### src/rtl/ex_muldiv_pkg.sv
// Shared EX-stage definitions: func codes for the mul/div unit and small helpers.
// Multiply classification depends on MULDIV_FASTMUL_EN.
package ex_muldiv_pkg;

    localparam int unsigned XLEN   = 32;
    localparam int unsigned FUNC_W = 6;
    localparam int unsigned CNT_W  = 5;

    localparam logic [FUNC_W-1:0] FUNC_MULT  = 6'b011000;
    localparam logic [FUNC_W-1:0] FUNC_MULTU = 6'b011001;
    localparam logic [FUNC_W-1:0] FUNC_DIV   = 6'b011010;
    localparam logic [FUNC_W-1:0] FUNC_DIVU  = 6'b011011;
    localparam logic [FUNC_W-1:0] FUNC_MTHI  = 6'b010001;
    localparam logic [FUNC_W-1:0] FUNC_MTLO  = 6'b010011;

    // Operation context latched at accept and consumed by the sign-fix state
    typedef struct packed {
        logic is_div;
        logic res_neg;
        logic rem_neg;
        logic b_zero;
    } op_info_t;

    // Ops that take the iterative path and therefore stall the pipeline
    function automatic logic is_multi(input logic [FUNC_W-1:0] f);
`ifdef MULDIV_FASTMUL_EN
        return (f == FUNC_DIV) || (f == FUNC_DIVU);
`else
        return (f == FUNC_MULT) || (f == FUNC_MULTU) || (f == FUNC_DIV) || (f == FUNC_DIVU);
`endif
    endfunction

    function automatic logic [XLEN-1:0] mag(input logic [XLEN-1:0] x, input logic sgn);
        return (sgn && x[XLEN-1]) ? XLEN'(-x) : x;
    endfunction

endpackage

### src/rtl/ex_muldiv_if.sv
// Request/response bundle between the EX stage and the mul/div unit.
interface ex_muldiv_if;
    import ex_muldiv_pkg::*;

    logic              start;
    logic [FUNC_W-1:0] func;
    logic [XLEN-1:0]   a;
    logic [XLEN-1:0]   b;
    logic              flush;
    logic              stall;
    logic              done;
    logic [XLEN-1:0]   hi;
    logic [XLEN-1:0]   lo;

    modport master (output start, func, a, b, flush, input stall, done, hi, lo);
    modport slave  (input start, func, a, b, flush, output stall, done, hi, lo);
endinterface

### src/rtl/ex_muldiv_div_step.sv
// One restoring-division iteration: shift the next dividend bit into the
// partial remainder and subtract the divisor when it fits.
module ex_muldiv_div_step
    import ex_muldiv_pkg::*;
(
    input  logic [XLEN-1:0] rem_in,
    input  logic [XLEN-1:0] quo_in,
    input  logic [XLEN-1:0] divisor,
    output logic [XLEN-1:0] rem_out,
    output logic [XLEN-1:0] quo_out
);
    logic [XLEN:0] trial;

    // The running remainder is always below the divisor, so the difference fits in XLEN bits
    always_comb begin
        trial = {rem_in, quo_in[XLEN-1]};
        if (trial >= {1'b0, divisor}) begin
            rem_out = XLEN'(trial - {1'b0, divisor});
            quo_out = {quo_in[XLEN-2:0], 1'b1};
        end else begin
            rem_out = trial[XLEN-1:0];
            quo_out = {quo_in[XLEN-2:0], 1'b0};
        end
    end
endmodule

### src/rtl/ex_muldiv.sv
// Multi-cycle MULT/MULTU/DIV/DIVU unit holding the architectural HI/LO pair.
// Define MULDIV_FASTMUL_EN for a single-cycle combinational multiply.
module ex_muldiv
    import ex_muldiv_pkg::*;
(
    input  logic       clk,
    input  logic       reset,
    ex_muldiv_if.slave bus
);
    typedef enum logic [1:0] {IDLE, RUN, FIX} state_t;

    state_t            state;
    logic [CNT_W-1:0]  cnt;
    logic [2*XLEN-1:0] acc;      // mul: {partial product, multiplier}; div: {remainder, quotient}
    logic [XLEN-1:0]   opd;      // mul: multiplicand magnitude; div: divisor magnitude
    op_info_t          op;
    logic [XLEN-1:0]   hi_q;
    logic [XLEN-1:0]   lo_q;
    logic              done_q;

    logic              accept_c;
    logic              multi_c;
    logic              signed_c;
    logic              is_div_c;
    logic [XLEN:0]     mul_sum;
    logic [XLEN-1:0]   div_rem;
    logic [XLEN-1:0]   div_quo;
    logic [2*XLEN-1:0] fix_mul;
    logic [XLEN-1:0]   fix_rem;
    logic [XLEN-1:0]   fix_quo;

    assign multi_c  = is_multi(bus.func);
    assign signed_c = (bus.func == FUNC_MULT) || (bus.func == FUNC_DIV);
    assign is_div_c = (bus.func == FUNC_DIV) || (bus.func == FUNC_DIVU);
    assign accept_c = (state == IDLE) && bus.start && !done_q && !bus.flush;

    assign bus.stall = (state != IDLE) || (bus.start && multi_c && !done_q);
    assign bus.done  = done_q;
    assign bus.hi    = hi_q;
    assign bus.lo    = lo_q;

    assign mul_sum = {1'b0, acc[2*XLEN-1:XLEN]} + (acc[0] ? {1'b0, opd} : (XLEN+1)'(0));
    assign fix_mul = op.res_neg ? (2*XLEN)'(-acc) : acc;
    assign fix_quo = op.res_neg ? XLEN'(-acc[XLEN-1:0]) : acc[XLEN-1:0];
    assign fix_rem = op.rem_neg ? XLEN'(-acc[2*XLEN-1:XLEN]) : acc[2*XLEN-1:XLEN];

    ex_muldiv_div_step u_div_step (
        .rem_in  (acc[2*XLEN-1:XLEN]),
        .quo_in  (acc[XLEN-1:0]),
        .divisor (opd),
        .rem_out (div_rem),
        .quo_out (div_quo)
    );

`ifdef MULDIV_FASTMUL_EN
    logic              is_mul_c;
    logic [2*XLEN-1:0] fast_prod;

    assign is_mul_c = (bus.func == FUNC_MULT) || (bus.func == FUNC_MULTU);

    // Low 64 bits of a 64x64 product of the extended operands give the signed or unsigned result
    always_comb begin
        if (signed_c)
            fast_prod = {{XLEN{bus.a[XLEN-1]}}, bus.a} * {{XLEN{bus.b[XLEN-1]}}, bus.b};
        else
            fast_prod = {{XLEN{1'b0}}, bus.a} * {{XLEN{1'b0}}, bus.b};
    end
`endif

    always_ff @(posedge clk or posedge reset) begin
        if (reset) begin
            state  <= IDLE;
            cnt    <= '0;
            acc    <= '0;
            opd    <= '0;
            op     <= '0;
            hi_q   <= '0;
            lo_q   <= '0;
            done_q <= 1'b0;
        end else begin
            done_q <= 1'b0;
            if (bus.flush) begin
                state <= IDLE;
            end else begin
                case (state)
                    IDLE: if (accept_c) begin
                        if (bus.func == FUNC_MTHI) begin
                            hi_q <= bus.a;
                        end else if (bus.func == FUNC_MTLO) begin
                            lo_q <= bus.a;
`ifdef MULDIV_FASTMUL_EN
                        end else if (is_mul_c) begin
                            {hi_q, lo_q} <= fast_prod;
                            done_q       <= 1'b1;
`endif
                        end else if (multi_c) begin
                            state <= RUN;
                            cnt   <= '0;
                            acc   <= {{XLEN{1'b0}}, mag(is_div_c ? bus.a : bus.b, signed_c)};
                            opd   <= mag(is_div_c ? bus.b : bus.a, signed_c);
                            op    <= '{is_div:  is_div_c,
                                       res_neg: signed_c && (bus.a[XLEN-1] ^ bus.b[XLEN-1]),
                                       rem_neg: signed_c && bus.a[XLEN-1],
                                       b_zero:  (bus.b == '0)};
                        end
                    end
                    RUN: begin
                        acc <= op.is_div ? {div_rem, div_quo} : {mul_sum, acc[XLEN-1:1]};
                        cnt <= cnt + CNT_W'(1);
                        if (cnt == CNT_W'(XLEN-1))
                            state <= FIX;
                    end
                    FIX: begin
                        if (!op.is_div) begin
                            {hi_q, lo_q} <= fix_mul;
                        end else if (!op.b_zero) begin
                            hi_q <= fix_rem;
                            lo_q <= fix_quo;
                        end
                        done_q <= 1'b1;
                        state  <= IDLE;
                    end
                    default: state <= IDLE;
                endcase
            end
        end
    end
endmodule

### src/flat_wrapper.sv
// flat-port wrapper written by rule: the top's interface ports become plain ports
module ex_muldiv_flat import ex_muldiv_pkg::*;
  (clk, reset, bus_start, bus_func, bus_a, bus_b, bus_flush, bus_stall, bus_done, bus_hi, bus_lo);
  ex_muldiv_if bus_i ();
  input  logic clk;
  input  logic reset;
  input wire logic [$bits(bus_i.start)-1:0] bus_start;
  input wire logic [$bits(bus_i.func)-1:0] bus_func;
  input wire logic [$bits(bus_i.a)-1:0] bus_a;
  input wire logic [$bits(bus_i.b)-1:0] bus_b;
  input wire logic [$bits(bus_i.flush)-1:0] bus_flush;
  output wire logic [$bits(bus_i.stall)-1:0] bus_stall;
  output wire logic [$bits(bus_i.done)-1:0] bus_done;
  output wire logic [$bits(bus_i.hi)-1:0] bus_hi;
  output wire logic [$bits(bus_i.lo)-1:0] bus_lo;
  assign bus_i.start = bus_start;
  assign bus_i.func = bus_func;
  assign bus_i.a = bus_a;
  assign bus_i.b = bus_b;
  assign bus_i.flush = bus_flush;
  assign bus_stall = bus_i.stall;
  assign bus_done = bus_i.done;
  assign bus_hi = bus_i.hi;
  assign bus_lo = bus_i.lo;
  ex_muldiv u_core (.clk(clk), .reset(reset), .bus(bus_i));
endmodule
### config.mk
export PLATFORM = sky130hd
export DESIGN_NAME = ex_muldiv_flat
export DESIGN_NICKNAME = d
export VERILOG_FILES = /design/src/rtl/ex_muldiv_pkg.sv /design/src/rtl/ex_muldiv_if.sv /design/src/rtl/ex_muldiv_div_step.sv /design/src/rtl/ex_muldiv.sv /design/src/flat_wrapper.sv
export SDC_FILE = /design/constraint.sdc
export NUM_CORES = 1
export LEC_CHECK = 0
export CAP_MARGIN = 5
export CORE_ASPECT_RATIO = 0.75
export CORE_UTILIZATION = 30
export CTS_BUF_LIST = sky130_fd_sc_hd__clkbuf_2
export CTS_CLUSTER_SIZE = 28
export DETAILED_ROUTE_END_ITERATION = 7
export PLACE_DENSITY_LB_ADDON = 0.3
export SYNTH_ARGS = -nofsm -noshare
export SYNTH_HDL_FRONTEND = slang
export SYNTH_SLANG_ARGS = --single-unit
### constraint.sdc
create_clock -name clk -period 7 [get_ports clk]
set_input_delay 1.75 -clock clk [delete_from_list [all_inputs] [get_ports clk]]
set_output_delay 1.75 -clock clk [all_outputs]
set_load 0.01 [all_outputs]
Yosys cells after proc, flatten, opt, wreduce, memory -nomap -nowiden
Cells that the tools add are included.
{"block": "totals", "inputBits": 74, "regBits": 172, "out_inout_bits": 66, "word_cells": 113}
{"block": "classes", "bitwise_logic": 4, "n_addsub": 8, "n_reduce_logical": 27, "n_eq_ne": 21, "n_lt_le_gt_ge": 1, "n_mux": 41}
{"operator": "2-to-1 mux 32 bit", "n": 17}
{"operator": "2-to-1 mux 64 bit", "n": 6}
{"operator": "negator 32 bit", "n": 4}
{"operator": "case mux 32 bit (2 select lines)", "n": 2}
{"operator": "case mux 64 bit (2 select lines)", "n": 1}
{"operator": "negator 64 bit", "n": 1}
{"operator": "equality test 6 x 5 -> 1 bit (second input constant)", "n": 6}
{"operator": "adder 32 x 32 -> 33 bit", "n": 1}
{"operator": "greater-or-equal comparator 33 x 32 -> 1 bit", "n": 1}
{"operator": "logical NOT 32 bit", "n": 1}
{"operator": "subtractor 32 bit", "n": 1}
{"operator": "2-to-1 mux 5 bit", "n": 4}
{"operator": "AND reduction 6 bit", "n": 3}
{"operator": "2-to-1 mux 2 bit", "n": 6}
{"operator": "case mux 5 bit (2 select lines)", "n": 1}
{"operator": "AND reduction 5 bit", "n": 2}
{"operator": "logical AND 1 bit", "n": 9}
{"operator": "inequality test 3 x 2 -> 1 bit (second input constant)", "n": 3}
{"operator": "inequality test 3 bit (second input constant)", "n": 3}
{"operator": "inequality test 2 bit (second input constant)", "n": 4}
{"operator": "logical OR 1 bit", "n": 6}
{"operator": "nonzero test 2 bit", "n": 3}
{"operator": "adder 5 x 1 -> 5 bit (second input constant)", "n": 1}
{"operator": "equality test 5 bit (second input constant)", "n": 1}
{"operator": "9 further kinds", "n": 15}

Logic depth before layout (Yosys ltp)
Gate-level depths: netlist (run 1).
{"block": "depth", "ltp_word": 10, "depth_mapped": 16, "mapped_depth_nobuf": 13}

Cells and area by module
From an unflattened synthesis (run 1), not the netlist that was laid out.
{"block": "hier_totals", "cells_unflattened": 2080, "area_unflattened_um2": 16280.6}
{"module": "ex_muldiv", "seq_area_each_um2": 4304.1, "area_per_inst_um2": 13716.9, "instances": 1, "cells_each": 1726}
{"module": "ex_muldiv_div_step", "seq_area_each_um2": 0.0, "area_per_inst_um2": 2563.7, "instances": 1, "cells_each": 354}

Worst setup path after synthesis (run 1)
No wires, ideal clock.
{"block": "synth_path", "path_kind": "input to register", "start": "input port bus_func[5]", "end": "register u_core.acc[30]", "t_arrival_ns": 5.251, "stages": 16, "setup_ns": 0.083, "path_slack_ns": 1.667, "required_ns": 6.917, "path_buffers": 4, "cell_sequence": "nand4bb_1 -> nor2_1 -> clkbuf_1 -> buf_1 -> clkbuf_1 -> mux2i_1 -> ha_1 -> inv_1 -> a221oi_1 -> and2_1 -> clkbuf_1 -> inv_1 -> nor2_1 -> a41oi_1 -> xor2_1 -> o21ai_0"}
{"block": "synth_via", "elab_chain_cells": 10, "word_cells_on_any_way": 24, "classes_between": "add/sub (1); eq/ne (9); mux (7); reduce/logical (7)"}
{"item": "from (decl)", "line": "flat_wrapper.sv:8", "source": "input wire logic [$bits(bus_i.func)-1:0] bus_func;"}
{"item": "equality test 6 x 5 -> 1 bit (on tied branches)", "line": "ex_muldiv_pkg.sv:29, ex_muldiv.sv:33, ex_muldiv.sv:34"}
{"item": "logical OR 1 bit", "line": "ex_muldiv.sv:34", "source": "assign is_div_c = (bus.func == FUNC_DIV) || (bus.func == FUNC_DIVU);"}
{"item": "2-to-1 mux 32 bit", "line": "ex_muldiv.sv:99", "source": "acc <= {{XLEN{1'b0}}, mag(is_div_c ? bus.a : bus.b, signed_c)};"}
{"item": "negator 32 bit or logical AND 1 bit (tied branches)", "line": "ex_muldiv_pkg.sv:34", "source": "return (sgn && x[XLEN-1]) ? XLEN'(-x) : x;"}
{"item": "2-to-1 mux 32 bit", "line": "ex_muldiv_pkg.sv:34"}
{"item": "2-to-1 mux 64 bit", "line": "ex_muldiv.sv:96", "source": "end else if (multi_c) begin"}
{"item": "2-to-1 mux 64 bit", "line": "ex_muldiv.sv:89", "source": "end else if (bus.func == FUNC_MTLO) begin"}
{"item": "2-to-1 mux 64 bit", "line": "ex_muldiv.sv:87", "source": "if (bus.func == FUNC_MTHI) begin"}
{"item": "2-to-1 mux 64 bit", "line": "ex_muldiv.sv:86", "source": "IDLE: if (accept_c) begin"}
{"item": "case mux 64 bit (2 select lines)", "line": "ex_muldiv.sv:85", "source": "case (state)"}
{"item": "to (signal assigned)", "line": "ex_muldiv.sv:99"}
{"item": "to (signal assigned)", "line": "ex_muldiv.sv:108", "source": "acc <= op.is_div ? {div_rem, div_quo} : {mul_sum, acc[XLEN-1:1]};"}
{"item": "to (decl)", "line": "ex_muldiv.sv:14", "source": "logic [2*XLEN-1:0] acc;"}
Parallel ways exist; a longest one is shown, timed or not. The select of a mux whose other input is x is not followed.
A chain may end at the register's enable or synchronous reset.

Worst setup path after layout (run 1)
{"block": "layout_path", "start": "input port bus_func[5]", "end": "output port bus_stall"}
{"block": "layout_via", "elab_chain_cells": 7, "word_cells_on_any_way": 10, "classes_between": "eq/ne (4); reduce/logical (6)"}
{"item": "equality test 6 x 5 -> 1 bit", "line": "ex_muldiv_pkg.sv:29", "source": "return (f == FUNC_MULT) || (f == FUNC_MULTU) || (f == FUNC_DIV) || (f == FUNC_DIVU);"}
{"item": "logical OR 1 bit (2 in a row)", "line": "ex_muldiv_pkg.sv:29"}
{"item": "logical OR 1 bit *", "line": "ex_muldiv_pkg.sv:29"}
{"item": "logical AND 1 bit * (2 in a row)", "line": "ex_muldiv.sv:37", "source": "assign bus.stall = (state != IDLE) || (bus.start && multi_c && !done_q);"}
{"item": "logical OR 1 bit *", "line": "ex_muldiv.sv:37"}
{"item": "to (decl)", "line": "flat_wrapper.sv:12", "source": "output wire logic [$bits(bus_i.stall)-1:0] bus_stall;"}
Mark *: on every way between the ends. The rest lies on a longest branch, timed or not.

==> flow_summary.json, run 1 <==
{
  "postSynth.topFlopCell": "sky130_fd_sc_hd__dfrtp_1",
  "postSynthCellCount": 2028,
  "remaining_drc_errors": 1,
  "startpoint_type": "primary input",
  "finalPower_mw": 5.414,
  "grt_first_pass_wirelength_mm": 98.28,
  "fin_tns_setup_ns": 0,
  "placementRows": 71,
  "drt-total-wl_mm": 66.74,
  "holdBufCountCts": 0,
  "combinational_family_with_the_most_area_after_synthesis": "compound AO/OA/AOI/OAI gates",
  "grt_antenna_before_repair": 1,
  "fp.dieArea_um2": 52950,
  "min_path_cells": 2,
  "grt_remaining_overflow": 0,
  "detail_route.first_pass.iterations": 8,
  "chipHeight_um": 199.5,
  "gp_congestion": 0.9602,
  "synth_enable_flop_cells": 0,
  "post-route-period-util_pct": 82.41,
  "timing_max_transition_violations_final": 0,
  "clock_tree_from_tritoncts": "yes",
  "leakage_dissipation_nw": 7.469,
  "numCtsBuffers": 17,
  "slew-limit-headroom_pct": 18.96,
  "synthesis.nets": 2174,
  "syn_avg_cell_area_um2": 7.696,
  "mostFrequentLayoutCell": "sky130_fd_sc_hd__nand2_1",
  "cap_violations": 0,
  "ys_seq_elements": 172,
  "hold_class": "flip-flop to flip-flop",
  "ys_top_cells_by_area": "sky130_fd_sc_hd__dfrtp_1 28%, sky130_fd_sc_hd__mux2i_1 6.7%, sky130_fd_sc_hd__o21ai_0 6.3%",
  "worstSetupPathType": "primary input to primary output",
  "core_region_area_um2": 50720,
  "rsz0062_at_grt": "false",
  "fraction_of_post_synthesis_cell_area_in_the_top_cell_type_by_area_pct": 27.58,
  "violations": "DRC",
  "crit_fanout": 11,
  "cts.htree.levels": 4,
  "max_freq_mhz": 173.4,
  "cts-root-to-sink-buffers": 2,
  "layout-drive-gt1-share_pct": 4.258,
  "num_io_pins": 140,
  "post-dp-hpwl_mm": 51.53,
  "area_growth_pct": 14.45,
  "yosysUniqueCellTypes": 71,
  "netlist.top_cell.by_area": "sky130_fd_sc_hd__dfrtp_1",
  "timing.clock.skew_ns": 0.09883,
  "num-fill-cells": 5334,
  "grtUsageTotal_pct": 24.95,
  "worst-slew-pin-transition_ns": 1.216,
  "critical_path.endpoint_type": "primary output",
  "synth_compound_area_share_pct": 24.73,
  "layout.cells.most_common_list": "237 x sky130_fd_sc_hd__nand2_1, 210 x sky130_fd_sc_hd__nor2_1, 198 x sky130_fd_sc_hd__o21ai_0, 171 x sky130_fd_sc_hd__dfrtp_1, 163 x sky130_fd_sc_hd__a21oi_1",
  "synth-simple-area-share_pct": 20.67,
  "initial_utilization_pct": 30.77,
  "die-width_um": 265.4,
  "crit_required_ns": 5.25,
  "clock-root-buffer": "sky130_fd_sc_hd__clkbuf_2",
  "route.detailed.wl_per_inst_um": 23.97,
  "cp.arrival_ns": 4.02,
  "nets": 2223,
  "worstRegToRegCells": 11,
  "yosys.area_share.xor_xnor_pct": 9.596,
  "post_cts_resize_count": 0,
  "vias_in_the_first_global_route": 14830,
  "power-per-cell-area_nw_per_um2": 303.1,
  "multiplexer_fraction_of_the_synthesized_cell_area_pct": 6.958,
  "yosysWarnings": 0,
  "number_of_routed_nets_with_antenna_violations": 0,
  "port_buffers": 139,
  "fin_worst_hold_slack_ns": 0.5216,
  "power.ir.vdd_worst_uv": 168.2,
  "synth-adder-area-share_pct": 5.868,
  "asyncSetResetFlopFracSynth_pct": 100.0,
  "clk_pin_slew_ns": 0.28,
  "timing_hold_violations_final": 0,
  "cts_setup_buffers": 0,
  "final.min_clock_period_ns": 5.768,
  "grt_max_degree": 100,
  "vias": 16190,
  "status": "finished, violations left",
  "dr.first_iter.drc_count": 2201,
  "syn_area_um2": 15610,
  "vias_per_cell": 5.814,
  "finalSetupViolations": 0,
  "clock-sinks": 172,
  "final_core_utilization_pct": 35.21,
  "share_of_synthesized_area_occupied_by_flip_flops_and_latches_pct": 27.58,
  "insertion_delay_ns": 0.94
}
## worst max-delay path, cell delays in order
cell                              delay (ns)
sky130_fd_sc_hd__clkdlybuf4s50_1        0.45
sky130_fd_sc_hd__nand4bb_1              0.72
sky130_fd_sc_hd__o21ai_0                0.49
sky130_fd_sc_hd__clkdlybuf4s50_1        0.60
## cell families after synthesis
| group | count (synthesis) |
|---|---|
| fa+ha+maj | 72 |
| flops | 172 |
| buf+inv | 191 |
| simple gates | 700 |
| xor+xnor | 171 |
| compound gates | 614 |
| mux | 108 |
## synthesized netlist by cell type (21+ instances only)
master,instances
sky130_fd_sc_hd__nor2_1,211
sky130_fd_sc_hd__xor2_1,95
sky130_fd_sc_hd__dfrtp_1,172
sky130_fd_sc_hd__ha_1,70
sky130_fd_sc_hd__inv_1,61
sky130_fd_sc_hd__a31oi_1,21
sky130_fd_sc_hd__nand2b_1,22
sky130_fd_sc_hd__clkbuf_1,120
sky130_fd_sc_hd__o21ai_0,198
sky130_fd_sc_hd__nand4_1,22
sky130_fd_sc_hd__a21oi_1,164
sky130_fd_sc_hd__or3_1,23
sky130_fd_sc_hd__nor3_1,56
sky130_fd_sc_hd__o31ai_1,43
sky130_fd_sc_hd__a21o_1,31
sky130_fd_sc_hd__mux2i_1,104
sky130_fd_sc_hd__nand2_1,240
sky130_fd_sc_hd__xnor2_1,76
sky130_fd_sc_hd__nand3_1,33
## state kept, by name, indices dropped and copies added, names as in the netlist
name and flops:
u_core.acc 64, u_core.bus.hi 32, u_core.bus.lo 32, u_core.opd 32, u_core.cnt 5, u_core.op 4
u_core.state 2, u_core.bus.done 1
## power by group
part | total [mW] | leakage [nW] | internal (mW) | switching (mW)
logic | 3.13 | 5.10 | 1.27 | 1.86
clock network | 0.589 | 0.139 | 0.118 | 0.471
registers | 1.70 | 2.23 | 1.23 | 0.468
total | 5.41 | 7.47 | 2.62 | 2.79
## worst paths after layout
check	slack, ns	end	startpoint
worst max-delay path	1.23	bus_stall	bus_func[5]
worst min-delay path	0.52	u_core.opd[12]	u_core.opd[12]
worst max register to register	2.52	u_core.bus.hi[16]	u_core.acc[0]
worst min register to register	0.52	u_core.opd[12]	u_core.opd[12]
max in group asynchronous	4.60	u_core.op[3]	reset
min in group asynchronous	1.24	u_core.acc[59]	reset
## routing by layer
layer,part of all wire [%],wire length [um],track usage [%]
met1,48,31850,37.20
met2,38,25670,33.05
met3,12,8235,9.661
met4,1.5,988,4.903
met5,0,0,0
## metrics by stage
stage | area [um2] | worst slack, ns | instances
floorplan | 15610 | 0.5899 | 2028
global placement | 17620 | 1.062 | 2751
detailed placement | 17620 | 0.9655 | 2751
CTS | 17860 | 1.231 | 2783
global route | 17860 | 1.155 | 2784
finish | 17860 | 1.232 | 2784
## layout make-up
cell class                      instances  area (um2)  area share [%]
Antenna cell                            1       2.502         0.01401
Clock buffer                           17       85.08          0.4763
Clock inverter                         15       151.4          0.8476
Inverter                               61       234.0           1.310
Multi-Input combinational cell       1665       10640           59.58
Sequential cell                       172        4305           24.10
Tap cell                              693       867.1           4.854
Timing Repair Buffer                  160        1574           8.812
Note: power is estimated with default switching activity, not from simulation.
==> run 2: changes to the inputs <==
==> constraint.sdc (replaced) <==
create_clock -name clk -period 5.5 [get_ports clk]
set_input_delay 1.375 -clock clk [delete_from_list [all_inputs] [get_ports clk]]
set_output_delay 1.375 -clock clk [all_outputs]
set_load 0.01 [all_outputs]
==> flow_summary.json, run 2 (same netlist as run 1, synthesis figures left out) <==
{
  "hold_class": "flip-flop to flip-flop",
  "use_met2_pct": 33.30,
  "cpPeakStageDelay_ns": 0.62,
  "route.detailed.wl_per_inst_um": 23.94,
  "clock-sinks": 172,
  "cts-root-to-sink-buffers": 2,
  "power.ir.vdd_worst_uv": 182.9,
  "chipHeight_um": 199.5,
  "leakage_dissipation_nw": 7.547,
  "timing_hold_violations_final": 0,
  "gr-usage-met1_pct": 36.84,
  "grtUsageTotal_pct": 25.00,
  "cp.arrival_ns": 3.49,
  "slew-limit-headroom_pct": 21.55,
  "dr.first_iter.drc_count": 2067,
  "port_buffers": 139,
  "number_of_routed_nets_with_antenna_violations": 0,
  "clk_pin_slew_ns": 0.27,
  "cell_with_the_most_instances_on_the_worst_path": "sky130_fd_sc_hd__clkdlybuf4s50_1",
  "grt_remaining_overflow": 0,
  "startpoint_type": "primary input",
  "timing.clock.skew_ns": 0.05977,
  "final.min_clock_period_ns": 4.861,
  "layout.cells.most_common_list": "237 x sky130_fd_sc_hd__nand2_1, 210 x sky130_fd_sc_hd__nor2_1, 198 x sky130_fd_sc_hd__o21ai_0, 171 x sky130_fd_sc_hd__dfrtp_1, 163 x sky130_fd_sc_hd__a21oi_1",
  "holdBufCountCts": 0,
  "worst-slew-pin-transition_ns": 1.177,
  "crit_required_ns": 4.12,
  "cts.htree.levels": 4,
  "cts_setup_buffers": 0,
  "clock_tree_from_tritoncts": "yes",
  "place.detailed.instances": 2769,
  "numCtsBuffers": 17,
  "nets": 2241,
  "mostFrequentLayoutCell": "sky130_fd_sc_hd__nand2_1",
  "post_cts_resize_count": 0,
  "fp.dieArea_um2": 52950,
  "detail_route.first_pass.iterations": 6,
  "largest_register_ffs": 64,
  "power.clock.fraction_pct": 10.5,
  "placementRows": 71,
  "die-width_um": 265.4,
  "area_growth_pct": 15.22,
  "fin_tns_setup_ns": 0,
  "layout-drive-gt1-share_pct": 5.076,
  "status": "completed",
  "power.switching_fraction_pct": 51.44,
  "drt-total-wl_mm": 67.09,
  "clock-root-buffer": "sky130_fd_sc_hd__clkbuf_2",
  "grt_antenna_before_repair": 4,
  "remaining_drc_errors": 0,
  "critPathSlowestCell": "sky130_fd_sc_hd__clkdlybuf4s50_1",
  "share_seq_of_total_power_pct": 31.6,
  "share_comb_of_total_power_pct": 57.9,
  "internal_power_mw": 3.341,
  "critical_path.endpoint_type": "primary output",
  "max_freq_mhz": 205.7,
  "post-route-period-util_pct": 88.39,
  "core_region_area_um2": 50720,
  "crit_fanout": 5,
  "register_with_the_most_flip_flops": "u_core.acc",
  "grt_max_degree": 86,
  "finalPower_mw": 6.880,
  "post-dp-hpwl_mm": 52.29,
  "grt_most_used_layer": "met1",
  "vias_in_the_first_global_route": 14880,
  "timing_max_transition_violations_final": 0,
  "vias": 16150,
  "power_switching_mw": 3.539,
  "grt_first_pass_wirelength_mm": 98.22,
  "worstSetupPathType": "primary input to primary output",
  "cap_violations": 0,
  "fin_cells": 2802,
  "rsz0062_at_grt": "false",
  "insertion_delay_ns": 0.88,
  "power-per-cell-area_nw_per_um2": 382.6,
  "initial_utilization_pct": 30.77,
  "gp_congestion": 0.9761,
  "met3_usage_pct": 10.35,
  "critical_path.cell_chain": "clkdlybuf4s50_1 -> nand4bb_1 -> o21ai_0 -> clkdlybuf4s50_1",
  "finalSetupViolations": 0,
  "vias_per_cell": 5.764,
  "num_io_pins": 140
}
-- run 2: per-stage QoR --
step | hold slack, ns | util, % | setup slack [ns] | cell area [um2]
CTS | 0.5263 | 35.45 | 0.6361 | 17980
global placement | 0.4655 | 35.03 | 0.5399 | 17770
detailed placement | 0.4701 | 35.03 | 0.3966 | 17770
global route | 0.5481 | 35.45 | 0.6150 | 17980
finish | 0.5220 | 35.45 | 0.6388 | 17980
floorplan | 0.4435 | - | 0.5417 | 15610
-- run 2: cell type report --
cell class,count,area [um2]
diodes,1,2.502
clock inverters,15,125.1
inverters,61,232.7
flip-flops and latches,172,4305
well taps,693,867.1
fillers,5374,32740
repair buffers,178,1722
multi-input cells,1665,10640
clock buffers,17,85.08
-- run 2: final timing paths --
path,end,slack [ns],startpoint,depth (start not counted)
worst max-delay path,bus_stall,0.64,bus_func[5],4
worst min-delay path,u_core.bus.hi[0],0.52,u_core.bus.hi[0],2
worst max register to register,u_core.acc[62],0.99,u_core.acc[0],12
worst min register to register,u_core.bus.hi[0],0.52,u_core.bus.hi[0],2
max in group asynchronous,u_core.acc[12],3.94,reset,3
min in group asynchronous,u_core.bus.hi[23],0.74,reset,2
-- run 2: routing by layer --
| layer | wire (um) | vias up |
|---|---|---|
| met2 | 25620 | 820 |
| met5 | 0 | - |
| met3 | 8783 | 60 |
| met4 | 1003 | 0 |
| li1 | - | 7443 |
| met1 | 31680 | 7828 |
-- run 2: worst max-delay path, delay by kind of cell --
family | cells | cell delay (ns)
compound gates | 1 | 0.51
simple gates | 1 | 0.53
buf+inv | 2 | 1.07
-- run 2: power groups by stage --
| stage | sequential (mW) | combinational [mW] | clock (mW) |
|---|---|---|---|
| after detailed placement | 2.17 | 3.88 | 0 |
| after CTS | 2.14 | 3.90 | 0.734 |
| after global routing | 2.19 | 4.36 | 0.777 |
| after floorplan | 1.92 | 2.72 | 0 |
| final | 2.17 | 3.99 | 0.720 |
| after global placement | 2.16 | 3.84 | 0 |
==> run 3: changes to the inputs <==
--- a/config.mk
+++ b/config.mk
@@ -12,6 +12,7 @@
 export CTS_CLUSTER_SIZE = 28
 export DETAILED_ROUTE_END_ITERATION = 7
 export PLACE_DENSITY_LB_ADDON = 0.3
+export SKIP_CTS_REPAIR_TIMING = 1
 export SYNTH_ARGS = -nofsm -noshare
 export SYNTH_HDL_FRONTEND = slang
 export SYNTH_SLANG_ARGS = --single-unit
==> results of run 3 <==
Final layout, timing and power as in run 2 (identical DEF).
